[config.mk]
export PLATFORM = sky130hd
export DESIGN_NAME = muldiv_hilo
export DESIGN_NICKNAME = d
export VERILOG_FILES = /design/src/rtl/muldiv_hilo.sv
export SDC_FILE = /design/constraint.sdc
export NUM_CORES = 1
export LEC_CHECK = 0
export ABC_CLOCK_PERIOD_IN_PS = 4600
export BUFFER_PORTS_ARGS = -buffer_cell sky130_fd_sc_hd__buf_2
export CORE_ASPECT_RATIO = 1.25
export CORE_UTILIZATION = 40
export DETAILED_ROUTE_END_ITERATION = 7
export SLEW_MARGIN = 20
export SYNTH_ARGS = -nofsm -noshare
export SYNTH_HDL_FRONTEND = slang
export SYNTH_SLANG_ARGS = --single-unit
[constraint.sdc]
create_clock -name clk -period 4.6 [get_ports clk]
set_input_delay 0.23 -clock clk [delete_from_list [all_inputs] [get_ports clk]]
set_output_delay 0.23 -clock clk [all_outputs]
set_load 0.01 [all_outputs]
[src/rtl/muldiv_hilo.sv]
// rtl/muldiv_hilo.sv - radix-2 iterative multiply/divide unit with HI/LO registers
module muldiv_hilo #(
    parameter int WIDTH = 32
) (
    input  logic             clk,
    input  logic             reset,
    input  logic             start,
    input  logic             op_div,
    input  logic             is_signed,
    input  logic [WIDTH-1:0] A,
    input  logic [WIDTH-1:0] B,
    input  logic             hi_we,
    input  logic             lo_we,
    input  logic [WIDTH-1:0] wdata,
    output logic [WIDTH-1:0] HI,
    output logic [WIDTH-1:0] LO,
    output logic             busy,
    output logic             done,
    output logic             div_by_zero
);

    localparam int CW = $clog2(WIDTH + 1);

    typedef enum logic [1:0] {
        IDLE   = 2'd0,
        RUN    = 2'd1,
        FINISH = 2'd2
    } state_t;

    state_t             state_q, state_d;
    logic [CW-1:0]      cnt_q, cnt_d;
    logic               op_div_q, op_div_d;
    logic               neg_res_q, neg_res_d;
    logic               neg_rem_q, neg_rem_d;
    logic               dz_q, dz_d;
    logic [2*WIDTH-1:0] acc_q, acc_d;
    logic [WIDTH-1:0]   opb_q, opb_d;
    logic [WIDTH-1:0]   hi_q, hi_d;
    logic [WIDTH-1:0]   lo_q, lo_d;
    logic               done_q, done_d;
    logic               dbz_q, dbz_d;

    logic [WIDTH-1:0]   a_mag, b_mag;
    logic [WIDTH:0]     mul_sum;
    logic [2*WIDTH-1:0] mul_step;
    logic [WIDTH:0]     rem_sh;
    logic [WIDTH:0]     diff;
    logic [2*WIDTH-1:0] div_step;
    logic [2*WIDTH-1:0] prod_neg;
    logic [WIDTH-1:0]   quo_fix, rem_fix;

    always_comb begin
        a_mag = (is_signed && A[WIDTH-1]) ? -A : A;
        b_mag = (is_signed && B[WIDTH-1]) ? -B : B;

        // Multiplier sits in the low half and shifts out as the product shifts in.
        mul_sum  = {1'b0, acc_q[2*WIDTH-1:WIDTH]} + {1'b0, (acc_q[0] ? opb_q : {WIDTH{1'b0}})};
        mul_step = {mul_sum, acc_q[WIDTH-1:1]};

        // Restoring divide: a borrow out of the W+1 bit subtract means keep the remainder.
        rem_sh   = acc_q[2*WIDTH-1:WIDTH-1];
        diff     = rem_sh - {1'b0, opb_q};
        div_step = diff[WIDTH] ? {rem_sh[WIDTH-1:0], acc_q[WIDTH-2:0], 1'b0}
                               : {diff[WIDTH-1:0], acc_q[WIDTH-2:0], 1'b1};

        prod_neg = neg_res_q ? -acc_q : acc_q;
        quo_fix  = neg_res_q ? -acc_q[WIDTH-1:0] : acc_q[WIDTH-1:0];
        rem_fix  = neg_rem_q ? -acc_q[2*WIDTH-1:WIDTH] : acc_q[2*WIDTH-1:WIDTH];
    end

    always_comb begin
        state_d   = state_q;
        cnt_d     = cnt_q;
        op_div_d  = op_div_q;
        neg_res_d = neg_res_q;
        neg_rem_d = neg_rem_q;
        dz_d      = dz_q;
        acc_d     = acc_q;
        opb_d     = opb_q;
        hi_d      = hi_q;
        lo_d      = lo_q;
        done_d    = 1'b0;
        dbz_d     = dbz_q;

        case (state_q)
            IDLE: begin
                if (hi_we) hi_d = wdata;
                if (lo_we) lo_d = wdata;
                if (start) begin
                    op_div_d  = op_div;
                    neg_res_d = is_signed & (A[WIDTH-1] ^ B[WIDTH-1]);
                    neg_rem_d = is_signed & A[WIDTH-1];
                    acc_d     = {{WIDTH{1'b0}}, a_mag};
                    opb_d     = b_mag;
                    cnt_d     = CW'(WIDTH);
                    dbz_d     = 1'b0;
                    dz_d      = op_div && (B == '0);
                    state_d   = (op_div && (B == '0)) ? FINISH : RUN;
                end
            end
            RUN: begin
                acc_d = op_div_q ? div_step : mul_step;
                cnt_d = cnt_q - CW'(1);
                if (cnt_q == CW'(1)) state_d = FINISH;
            end
            FINISH: begin
                done_d  = 1'b1;
                state_d = IDLE;
                if (dz_q) begin
                    dbz_d = 1'b1;
                end else if (op_div_q) begin
                    lo_d = quo_fix;
                    hi_d = rem_fix;
                end else begin
                    {hi_d, lo_d} = prod_neg;
                end
            end
            default: state_d = IDLE;
        endcase
    end

    always_ff @(posedge clk or posedge reset) begin
        if (reset) begin
            state_q   <= IDLE;
            cnt_q     <= '0;
            op_div_q  <= 1'b0;
            neg_res_q <= 1'b0;
            neg_rem_q <= 1'b0;
            dz_q      <= 1'b0;
            acc_q     <= '0;
            opb_q     <= '0;
            hi_q      <= '0;
            lo_q      <= '0;
            done_q    <= 1'b0;
            dbz_q     <= 1'b0;
        end else begin
            state_q   <= state_d;
            cnt_q     <= cnt_d;
            op_div_q  <= op_div_d;
            neg_res_q <= neg_res_d;
            neg_rem_q <= neg_rem_d;
            dz_q      <= dz_d;
            acc_q     <= acc_d;
            opb_q     <= opb_d;
            hi_q      <= hi_d;
            lo_q      <= lo_d;
            done_q    <= done_d;
            dbz_q     <= dbz_d;
        end
    end

    assign HI          = hi_q;
    assign LO          = lo_q;
    assign busy        = (state_q != IDLE);
    assign done        = done_q;
    assign div_by_zero = dbz_q;

endmodule

==> results_dict.tcl <==
set metrics [dict create \
    synth_warnings 0 \
    slew_headroom_pct 30.7 \
    worstSetupEndpoint "acc_q[62]" \
    crit_type "flop to flop" \
    synth_fp_nets 1941 \
    die_h_um 212 \
    synth_area_leaders "dfrtp_1, o21ai_0, ha_1, xnor2_1, nand2_1" \
    power_frac_comb_pct 64.0 \
    fin_crit_sh_pct 87.0 \
    place_area_sq_um 15400 \
    critPathLaunchType "flop" \
    grt_overflow 0 \
    wl_um 45600 \
    hold_viol 0 \
    crit_buf_inv 3 \
    final_nets 2059 \
    seq_area_frac_synth_pct 30.8 \
    dieArea_sq_um 36100 \
    wl_per_cell_um 19.3 \
    fillerInstances 3521 \
    slew_viol_final 0 \
    yosysMostFrequentCell "nand2_1" \
    drc_errors 0 \
    p_per_area_nw_per_um2 808 \
    synth_edf_count 0 \
    io-pin-count 170 \
    cts_made_buffers 17 \
    ant_nets 0 \
    final_cells 2365 \
    cap_violations 0 \
    h-tree-depth 4 \
    worstMarginPinSlew_ns 1.04 \
    crit_family "compound AO/OA/AOI/OAI gates" \
    dr.pass1.iters 5 \
    critPathCaptureType "flop" \
    grt_antenna_before_repair 0 \
    drive_above_1_share_pct 13.4 \
    rows 76 \
    ys.flop_type "dfrtp_1" \
    r2r_end "acc_q[62]" \
    path_clk_slew_ns 0.06 \
    tritoncts "built" \
    core_area_sq_um 34600 \
    cp.arrival_ns 4.28 \
    grt_pass1_wl_um 70800 \
    async_flop_share_pct 100 \
    final.setup_skew_ns 0.0114 \
    synth_area_per_cell_sq_um 8.00 \
    syn2layout_area_growth_pct 13.1 \
    worstPathCellList "inv_1 > buf_4 > nor2_1 > ha_1 > a21oi_1 > o21ai_0 > a2111o_1 > o31ai_1 > buf_4 > and3b_1 > a2111oi_2 > a21oi_1 > xnor2_1 > o221ai_1" \
    timing.rr.start "acc_q[0]" \
    grt_pass1_vias 12900 \
    drtIter0Drc 1154 \
    period_minus_slack_ns 4.00 \
    clkPwrFrac_pct 10.8 \
    switching_power_w 0.00648 \
    n_antenna_cell 0 \
    reg2reg_depth 14 \
    ys_seq_elements 174 \
    vias 13500 \
    start_util_pct 40.8 \
    synthTopCellsByCount "nand2_1, o21ai_0, dfrtp_1" \
    post_cts_buffers 0 \
    dpl.cell_count 2332 \
    clockBufferDepth 2 \
    dp_hpwl_um 35000 \
    viasPerCell 5.70 \
    postSynthCellCount 1766 \
    swShare_pct 50.3 \
    setup_viol 0 \
    synth_cell_types 74 \
    fmax_mhz 250 \
    cp_max_fo 14 \
    cts_sinks 174 \
    yosysTopAreaCellShare_pct 30.8 \
    final_util_pct 46.1 \
    cts-root-buf "clkbuf_16" \
    cp.required_ns 4.88 \
    setup_tns_ns 0 \
    worst_path_max_delay_cell "inv_1" \
    p_int_w 0.00641 \
    status "finished, final reports clean" \
    rsz0062_at_grt "false" \
    vdd_drop_max_v 0.000555 \
    syn_area_sq_um 14100 \
    grt_max_degree 175 \
    holdCritPathClass "primary input to asynchronous set/reset pin" \
    postLayoutCellArea_sq_um 16000 \
    place_congestion 0.941 \
    critPathLaunch "acc_q[0]" \
    p_leak_nw 7.02 \
    clock_latency_ns 0.45 \
    seqPwrFrac_pct 25.1 \
    max_stage_delay_ns 0.50 \
    grt_util_all_layers_pct 25.4 \
    portBuffers 169 \
    path_depth 14 \
    yosysTopAreaCell "dfrtp_1" \
    worst_hold_slack_ns 0.0351 \
    dieWidth_um 170 \
    reg2reg_slack_ns 0.60 \
]
## metal layers
| metal | up-vias | track usage [%] | routed length [um] | part of all wire [%] |
|---|---|---|---|---|
| met3 | 92 | 2.81 | 2090 | 4.6 |
| met2 | 407 | 43.2 | 21800 | 48 |
| met5 | - | 0 | 0 | 0 |
| li1 | 6585 | - | - | - |
| met1 | 6408 | 32.4 | 20200 | 44 |
| met4 | 0 | 10.9 | 1610 | 3.5 |
## logic make-up after synthesis
group,Yosys count,synth area share (%)
muxes,66,4.70
adders and majority gates,72,6.49
DFF,174,30.8
buffers and inverters,155,4.22
AOI/OAI and AO/OA,561,24.6
and+or+nand+nor,569,18.6
xor gates and xnor gates,169,10.5
## worst min-delay path, delay by kind of cell
| kind | cells | cell delay [ns] |
|---|---|---|
| buffers and inverters | 3 | 0.80 |
## state kept, by name, summed over array words and instances (netlist names), 2 cells and up
signal / count
HI: 32
LO: 32
acc_q: 64
cnt_q: 6
opb_q: 32
state_q: 2
## power by group through the flow
| stage | registers [W] | logic, W | clock network, W |
|---|---|---|---|
| 2_1_floorplan | 0.00299 | 0.00599 | 0 |
| 3_3_place_gp | 0.00323 | 0.00809 | 0 |
| 5_1_grt | 0.00335 | 0.00912 | 0.00147 |
| 6_report | 0.00324 | 0.00826 | 0.00140 |
| 3_5_place_dp | 0.00326 | 0.00815 | 0 |
| 4_1_cts | 0.00323 | 0.00819 | 0.00142 |
## worst min path at each step
stage               startpoint       end  slack [ns]  depth (start not counted)
global placement        op_div  op_div_q        0.46                          3
global route         wdata[27]    HI[27]        0.05                          3
detailed placement      op_div  op_div_q        0.46                          3
finish                   reset    HI[11]        0.04                          3
CTS                  wdata[27]    HI[27]        0.04                          3
floorplan               op_div  op_div_q        0.34                          2
## per-stage QoR
step / power, W / setup WS (ns)
2_1_floorplan: 0.00898 / 1.08
3_3_place_gp: 0.0113 / 0.754
3_5_place_dp: 0.0114 / 0.703
4_1_cts: 0.0128 / 0.681
5_1_grt: 0.0139 / 0.326
6_report: 0.0129 / 0.598
## placed cells by master, fill, tap and decap left out, drive strengths merged, types with 12 or more instances in the layout
master and n:
mux2i 64, o21a 13, dfrtp 174, nand2 210
nand2b 23, xor2 78, ha 70, clkbuf 21
o41ai 14, and2 16, a21oi 149, nor2 168
a22oi 20, or3 23, nor4 19, buf 190
a31oi 20, a211oi 27, inv 63, o221ai 20
nand3 21, nor2b 15, xnor2 91, o211ai 12
o21ai 190, nor3 22, a21o 23, o31ai 22
## cell type report
class                           instances  area, sq um  area share, %
Clock buffer                           21          460           2.88
Clock inverter                         11         86.3          0.541
Inverter                               63          240           1.50
Multi-Input combinational cell       1437         9200           57.6
Sequential cell                       174         4360           27.3
Tap cell                              468          586           3.67
Timing Repair Buffer                  191         1040           6.50
## what timing repair did
| action | in CTS | in global routing |
|---|---|---|
| resized for setup | 0 | 0 |
| hold buffers | 1 | 0 |
| endpoints found under the hold margin | 1 | 0 |
No activity file was read; power rests on OpenSTA's default activity.
